==> src/rtl/aleph_miner_axi_read_master.sv <==
// AXI4 read master: fetches a contiguous, burst-aligned byte range and streams
// the returned beats through an unbuffered valid/ready port.
module aleph_miner_axi_read_master #(
  parameter int C_M_AXI_ADDR_WIDTH = 64,
  parameter int C_M_AXI_DATA_WIDTH = 32,
  parameter int C_XFER_SIZE_WIDTH  = C_M_AXI_ADDR_WIDTH,
  parameter int C_MAX_OUTSTANDING  = 4
) (
  input  logic                          aclk,
  input  logic                          areset,
  input  logic                          ctrl_start,
  output logic                          ctrl_done,
  input  logic [C_M_AXI_ADDR_WIDTH-1:0] ctrl_addr_offset,
  input  logic [C_XFER_SIZE_WIDTH-1:0]  ctrl_xfer_size_in_bytes,
  output logic                          m_axi_arvalid,
  input  logic                          m_axi_arready,
  output logic [C_M_AXI_ADDR_WIDTH-1:0] m_axi_araddr,
  output logic [7:0]                    m_axi_arlen,
  input  logic                          m_axi_rvalid,
  output logic                          m_axi_rready,
  input  logic [C_M_AXI_DATA_WIDTH-1:0] m_axi_rdata,
  input  logic                          m_axi_rlast,
  output logic                          Vld_O,
  input  logic                          Rdy_I,
  output logic [C_M_AXI_DATA_WIDTH-1:0] Data_O,
  output logic                          Last_O
);
  localparam int DWB     = C_M_AXI_DATA_WIDTH / 8;
  localparam int LOG_DWB = $clog2(DWB);
  localparam int BL      = (4096 / DWB < 256) ? 4096 / DWB : 256;
  localparam int LOG_BL  = $clog2(BL);
  localparam int BB      = DWB * BL;
  localparam int BW      = C_XFER_SIZE_WIDTH - LOG_DWB + 1;
  localparam int OW      = $clog2(C_MAX_OUTSTANDING + 1);
  localparam int AW      = C_M_AXI_ADDR_WIDTH;
  localparam int XW      = C_XFER_SIZE_WIDTH;

  typedef enum logic [1:0] {S_IDLE, S_LOAD, S_RUN, S_DONE} state_t;

  state_t        state;
  logic [BW-1:0] beats, beat_cnt, bursts_left;
  logic [7:0]    final_len;
  logic [OW-1:0] outstanding;

  logic          run, beat_acc, last_beat, ar_xfer, r_done;
  logic [BW-1:0] beats_calc, bursts_calc, bursts_nxt;
  logic [7:0]    final_len_calc;
  logic [OW-1:0] out_nxt;

  // R channel is a pure pass-through, gated only by the RUN state.
  assign run          = (state == S_RUN);
  assign Vld_O        = m_axi_rvalid & run;
  assign m_axi_rready = Rdy_I & run;
  assign Data_O       = m_axi_rdata;
  assign beat_acc     = Vld_O & Rdy_I;
  assign last_beat    = (beat_cnt == beats - BW'(1));
  assign Last_O       = last_beat & Vld_O;
  assign ar_xfer      = m_axi_arvalid & m_axi_arready;
  assign r_done       = beat_acc & m_axi_rlast;

  // Round-up divisions use one extra bit so size/beat counts near the top never wrap.
  assign beats_calc     = BW'(({1'b0, ctrl_xfer_size_in_bytes} + (XW+1)'(DWB - 1)) >> LOG_DWB);
  assign bursts_calc    = BW'(({1'b0, beats} + (BW+1)'(BL - 1)) >> LOG_BL);
  assign final_len_calc = 8'((beats - BW'(1)) & BW'(BL - 1));
  assign bursts_nxt     = bursts_left - BW'(ar_xfer);
  assign out_nxt        = outstanding + OW'(ar_xfer) - OW'(r_done);

  always_ff @(posedge aclk or negedge areset) begin
    if (!areset) begin
      state         <= S_IDLE;
      beats         <= '0;
      beat_cnt      <= '0;
      bursts_left   <= '0;
      final_len     <= '0;
      outstanding   <= '0;
      ctrl_done     <= 1'b0;
      m_axi_arvalid <= 1'b0;
      m_axi_araddr  <= '0;
      m_axi_arlen   <= '0;
    end else begin
      ctrl_done <= 1'b0;
      case (state)
        S_IDLE: if (ctrl_start) begin
          m_axi_araddr <= ctrl_addr_offset & ~AW'(BB - 1);
          beats        <= beats_calc;
          state        <= S_LOAD;
        end
        S_LOAD: begin
          bursts_left   <= bursts_calc;
          final_len     <= final_len_calc;
          m_axi_arlen   <= (bursts_calc == BW'(1)) ? final_len_calc : 8'(BL - 1);
          beat_cnt      <= '0;
          outstanding   <= '0;
          m_axi_arvalid <= (beats != '0);
          state         <= (beats == '0) ? S_DONE : S_RUN;
        end
        S_RUN: begin
          // arvalid is a registered view of next-cycle credit; it cannot drop
          // while stalled because outstanding only shrinks in that case.
          if (ar_xfer) begin
            m_axi_araddr <= m_axi_araddr + AW'(BB);
            m_axi_arlen  <= (bursts_nxt == BW'(1)) ? final_len : 8'(BL - 1);
          end
          bursts_left   <= bursts_nxt;
          outstanding   <= out_nxt;
          m_axi_arvalid <= (bursts_nxt != '0) && (out_nxt < OW'(C_MAX_OUTSTANDING));
          if (beat_acc) begin
            beat_cnt <= beat_cnt + BW'(1);
            if (last_beat) begin
              m_axi_arvalid <= 1'b0;
              state         <= S_DONE;
            end
          end
        end
        S_DONE: begin
          ctrl_done <= 1'b1;
          state     <= S_IDLE;
        end
        default: state <= S_IDLE;
      endcase
    end
  end
endmodule

==> config.mk <==
export PLATFORM = sky130hd
export DESIGN_NAME = aleph_miner_axi_read_master
export DESIGN_NICKNAME = d
export VERILOG_FILES = /design/src/rtl/aleph_miner_axi_read_master.sv
export SDC_FILE = /design/constraint.sdc
export NUM_CORES = 1
export LEC_CHECK = 0
export BUFFER_PORTS_ARGS = -buffer_cell sky130_fd_sc_hd__clkbuf_2
export CORE_ASPECT_RATIO = 1.5
export CORE_MARGIN = 2
export CORE_UTILIZATION = 50
export DETAILED_ROUTE_END_ITERATION = 12
export PLACE_DENSITY = 0.71
export SYNTH_ARGS = -nofsm -noshare
export SYNTH_HDL_FRONTEND = slang
export SYNTH_SLANG_ARGS = --single-unit
==> constraint.sdc <==
create_clock -name aclk -period 12.75 [get_ports aclk]
set_input_delay 1.275 -clock aclk [delete_from_list [all_inputs] [get_ports aclk]]
set_output_delay 1.275 -clock aclk [all_outputs]
set_load 0.02 [all_outputs]
=== Word-level counts from Yosys, hierarchy flattened ===
Cells that the tools add are included.

* $add $sub $neg: 8
* Order comparisons: 1
* Equality and inequality tests: 10
* Multiplexer cells: 20
* Bitwise operators: 6
* Reductions and logical operators: 12

{| class="wikitable"
|+ Operators by type and width
! cell !! number
|-
| 63-bit case mux with 2 select lines || 2
|-
| 64-bit 2-to-1 mux || 2
|-
| 64-bit case mux with 2 select lines || 1
|-
| 63-bit nonzero test || 2
|-
| 64-bit by 2-bit adder with 65-bit output (second input constant) || 1
|-
| 63-bit by 8-bit adder with 64-bit output (second input constant) || 1
|-
| 64-bit by 11-bit adder with 64-bit output (second input constant) || 1
|-
| 63-bit by 1-bit adder with 63-bit output (second input constant) || 1
|-
| 63-bit by 1-bit == test with 1-bit output (second input constant) || 1
|-
| 63-bit == test || 1
|-
| 63-bit logical NOT || 1
|-
| 63-bit 2-to-1 mux || 1
|-
| 63-bit by 1-bit subtractor with 63-bit output || 1
|-
| 63-bit by 1-bit subtractor with 63-bit output (second input constant) || 1
|-
| 56-bit by 1-bit == test with 1-bit output (second input constant) || 1
|-
| 8-bit 2-to-1 mux || 3
|-
| 8-bit case mux with 2 select lines || 1
|-
| 2-bit case mux with 4 select lines || 1
|-
| 1-bit AND || 6
|-
| 2-bit 2-to-1 mux || 3
|-
| 2-bit by 1-bit != test with 1-bit output (second input constant) || 3
|-
| 3-bit case mux with 2 select lines || 1
|-
| 2-bit AND reduction || 3
|-
| 3-bit AND reduction || 2
|-
| 11 further kinds || 16
|}

* Register bits after elaboration: 276
* Output and inout port bits: 109
* Word-level logic and storage cells: 67

=== Logic depth before layout (Yosys ltp) ===
* Depth in word-level cells: 10
* Mapped depth: 16

=== Least setup slack after synthesis ===
No wires, ideal clock.

* Path kind: input -> register
* Start: input port m_axi_arready
* End: register m_axi_arlen[7]
* Setup time: 0.126 ns
* Arrival: 4.884 ns
* Data required time: 12.624 ns
* Path slack: 7.740 ns
* Stages on the path: 15
* Path buffers: 3
* Cell sequence: and2_1 clkbuf_1 ha_1 nor3b_4 nand4_1 nor3_2 and2_1 clkbuf_1 nand3_1 xnor2_1 or4_1 or4_1 clkbuf_1 nor4_1 o21ai_1

* Word-level cells in the longest chain between the ends: 6
* Elaborated cells on any way between the ends: 8
* Those cells by class: add/sub: 1; eq/ne: 2; mux: 3; bitwise: 1; reduce/logical: 1

{| class="wikitable"
|+ RTL lines
! what !! RTL line !! source
|-
| start: declaration || 16 || <nowiki>input logic m_axi_arready,</nowiki>
|-
| 1-bit AND (*) || 58 || <nowiki>assign ar_xfer = m_axi_arvalid & m_axi_arready;</nowiki>
|-
| 63-bit by 1-bit subtractor with 63-bit output || 65 || <nowiki>assign bursts_nxt = bursts_left - BW'(ar_xfer);</nowiki>
|-
| 63-bit by 1-bit == test with 1-bit output || 102 || <nowiki>m_axi_arlen <= (bursts_nxt == BW'(1)) ? final_len : 8'(BL - 1);</nowiki>
|-
| 8-bit 2-to-1 mux || 102 ||
|-
| 8-bit 2-to-1 mux || 100 || <nowiki>if (ar_xfer) begin</nowiki>
|-
| 8-bit case mux with 2 select lines || 82 || <nowiki>case (state)</nowiki>
|-
| end signal: assignment || 91 || <nowiki>m_axi_arlen <= (bursts_calc == BW'(1)) ? final_len_calc : 8'(BL - 1);</nowiki>
|-
| end signal: assignment || 102 ||
|-
| end: declaration || 18 || <nowiki>output logic [7:0] m_axi_arlen,</nowiki>
|}

Every way passes the cells marked *; elsewhere a longest branch is shown, timed or not. The select of a mux whose other input is x is not followed.
A chain may end at the register's enable or synchronous reset.

=== Final worst setup path ===
* Start: register beats[0]
* End: output port Last_O

* Word-level cells in the longest chain between the ends: 3

{| class="wikitable"
|+ RTL lines
! what !! RTL line !! source
|-
| start: declaration || 41 || <nowiki>logic [BW-1:0] beats, beat_cnt, bursts_left;</nowiki>
|-
| start signal: assignment || 85 || <nowiki>beats <= beats_calc;</nowiki>
|-
| 63-bit by 1-bit subtractor with 63-bit output || n/a ||
|-
| net final_len_calc[0] || 47 || <nowiki>logic [7:0] final_len_calc;</nowiki>
|-
| 63-bit == test || 56 || <nowiki>assign last_beat = (beat_cnt == beats - BW'(1));</nowiki>
|-
| 1-bit AND || 57 || <nowiki>assign Last_O = last_beat & Vld_O;</nowiki>
|-
| end: declaration || 26 || <nowiki>output logic Last_O</nowiki>
|}

The timed path passes the listed nets, and every way through them passes these cells.

==> impl_metrics.tcl <==
set metrics [dict create \
    yosysWarnings 0 \
    async_reset_ff_frac 1.00 \
    r2r_start "beats[0]$_DFFE_PN0P_" \
    wl_per_cell_um 18.5 \
    first_global_vias 17704 \
    cts_buffers 28 \
    finalWirelength_um 55500 \
    max-cap-violations 0 \
    pwr-share-seq 0.357 \
    path_common_cell "nand4_1" \
    fp.dieH_um 246 \
    clk_latency_ps 600 \
    final_nets 2660 \
    core.rowCount 88 \
    reg2reg_to "m_axi_arlen[2]$_DFFE_PN0P_" \
    reg2reg_depth 12 \
    io_buffer_count 191 \
    path_buf_inv 2 \
    p_int_mw 2.64 \
    place_congestion 0.954 \
    grt_usage 0.267 \
    synth_area_mm2 0.0196 \
    crit_path_end_kind "primary output" \
    startpoint "beats[0]$_DFFE_PN0P_" \
    hold_viol 0 \
    timing.reg2reg.setup_slack_ps 7770 \
    final_common_cell "dfrtp_1" \
    power_frac_clock 0.181 \
    arrival_ps 5140 \
    cts_tree "done" \
    clock.fmax_mhz 156 \
    p_leak_nw 8.60 \
    multi_input_area_mm2 0.0119 \
    fin_crit_ps 6410 \
    final-setup-viol-count 0 \
    vias_per_cell 6.15 \
    crit_chain "inv_1, ha_1, nor4b_4, nand4_1, nor3b_1, nand4_1, xnor2_1, nand4b_1, or4_1, nor3_1, clkbuf_2" \
    finClkSkew_ps 31.1 \
    clock-sinks 266 \
    power.net_switching_mw 2.46 \
    path_depth 11 \
    path_max_fanout 7 \
    vias 18423 \
    crit_family "simple AND/OR/NAND/NOR gates" \
    dp_worst_setup_slack_ps 6900 \
    ios 276 \
    synth_cell_types 82 \
    place_inst 2946 \
    cp.required_ps 11480 \
    slowest_stage "nor3b_1" \
    antenna_found_initial 0 \
    layout_common_cells "266 x dfrtp_1, 256 x nand2_1, 206 x nor2_1, 190 x clkbuf_2, 177 x o21ai_0" \
    stdcell_count 2998 \
    grt_overflow 0 \
    endpoint "Last_O" \
    root_buffer "clkbuf_16" \
    slowest_delay_ps 660 \
    yosysSeqAreaShare 0.340 \
    htree_levels 1 \
    die-area_mm2 0.0408 \
    maxSlewViolCount 0 \
    seq_area_mm2 0.00666 \
    cts.clk_slew.worst_paths_ps 60 \
    fillerInstances 3527 \
    start_kind "register" \
    start_util 0.509 \
    peakVddDrop_mv 0.142 \
    grt_max_degree 160 \
    cts_setup_buffers 0 \
    syn_inst 2442 \
    synthToLayoutAreaGrowth_pct 9.48 \
    avgSynthCellArea_um2 8.03 \
    status "finished, final reports clean" \
    core_mm2 0.0385 \
    drtPass1Iterations 6 \
    synth_seq_cells 266 \
    worst_pin_slew_ps 1050 \
    post-route-util 0.557 \
    synth_edf_count 0 \
    hpwl_um 40100 \
    tns_ps 0 \
    die_w_um 166 \
    drtIter0Drc 1732 \
    ant_nets 0 \
    hp-class "reg -> reg" \
    grt_setup_unrepaired "false" \
    combPwrFrac 0.461 \
    setup_slack_ps 6340 \
    drc 0 \
    clockBufferDepth 3 \
    hold_buffers 0 \
    antenna_cells 0 \
    criticalPathCategory "reg -> out" \
    maxSlewHeadroom 0.301 \
    ctsResizeCount 0 \
    p_sw_frac 0.483 \
    whs_ps 519 \
    drive_gt1_frac 0.125 \
    period_share 0.503 \
    power_density_mw_per_mm2 237 \
    grt_first_pass_wirelength_um 90700 \
    synth_flop_cell "dfrtp_1" \
]
-- cells in the mapped netlist, drive strengths merged (38+ instances only) --
| cell type | instances | area share |
|---|---|---|
| inv | 41 | 0.0079 |
| nor2 | 207 | 0.040 |
| clkbuf | 145 | 0.028 |
| and3 | 73 | 0.023 |
| nor3 | 89 | 0.023 |
| xnor2 | 161 | 0.072 |
| o22ai | 72 | 0.023 |
| nand2 | 257 | 0.049 |
| nand3 | 130 | 0.033 |
| nor4 | 56 | 0.021 |
| mux2i | 38 | 0.019 |
| xor2 | 129 | 0.058 |
| buf | 59 | 0.020 |
| a21oi | 127 | 0.032 |
| o21ai | 184 | 0.047 |
| dfrtp | 266 | 0.34 |
| nand4 | 69 | 0.022 |
-- cells by family after synthesis --
group / share of synthesized area
DFF: 0.340
adders and majority gates: 0.00804
and+or+nand+nor: 0.283
buffers and inverters: 0.0559
muxes: 0.0234
AOI/OAI and AO/OA: 0.160
other: 0.000191
xor gates and xnor gates: 0.130
-- layout make-up --
type | instances | area share
clock buffer | 36 | 0.0364
clock inverter | 16 | 0.0118
inverter | 42 | 0.00735
multi-input combinational | 1939 | 0.555
sequential | 266 | 0.310
tap | 495 | 0.0289
timing repair buffer | 204 | 0.0502
-- how the worst min path moves through the flow --
stage | startpoint | to | slack (ps) | cells past startpoint
3_3_place_gp | final_len[7]$_DFFE_PN0P_ | final_len[7]$_DFFE_PN0P_ | 490 | 1
3_5_place_dp | final_len[7]$_DFFE_PN0P_ | final_len[7]$_DFFE_PN0P_ | 500 | 1
2_1_floorplan | final_len[0]$_DFFE_PN0P_ | final_len[0]$_DFFE_PN0P_ | 480 | 1
5_1_grt | final_len[7]$_DFFE_PN0P_ | final_len[7]$_DFFE_PN0P_ | 530 | 1
4_1_cts | final_len[7]$_DFFE_PN0P_ | final_len[7]$_DFFE_PN0P_ | 520 | 1
6_report | bursts_left[0]$_DFFE_PN0P_ | bursts_left[0]$_DFFE_PN0P_ | 520 | 2
-- registers in the layout (all words and copies together) (netlist names), 2 cells and up --
signal        flops
bursts_left      63
state             2
m_axi_arlen       8
final_len         8
m_axi_araddr     54
beat_cnt         63
outstanding       3
beats            63
-- worst register-to-register path: stages (launching register included) --
cell and delay [ps]:
dfrtp_1 470, inv_1 120, ha_1 300, nor4b_4 200, a21oi_1 770, nand2_1 330
or4_1 630, xor2_1 410, nand2_1 100, nor4_1 470, nand4_1 560, o21ai_0 360
o31ai_1 110
-- power groups by stage --
stage	clock network [mW]	registers, mW	logic (mW)
after floorplan	0	1.55	1.90
after global placement	0	1.79	2.27
after detailed placement	0	1.82	2.33
after CTS	0.941	1.80	2.34
after global routing	0.975	1.89	2.59
final	0.924	1.82	2.35
-- per-stage QoR --
stage | total power [mW] | cell area (µm²)
3_3_place_gp | 4.07 | 20400
5_1_grt | 5.46 | 21500
2_1_floorplan | 3.45 | 19600
6_report | 5.09 | 21500
4_1_cts | 5.08 | 21500
3_5_place_dp | 4.14 | 20400
-- layer usage --
layer	global-route usage	vias to the layer above	part of all wire
li1	-	8840	-
met1	0.319	8730	0.39
met2	0.465	654	0.49
met3	0.0289	199	0.051
met4	0.160	0	0.064
met5	0	-	0
Power figures use the tool's default switching activity.
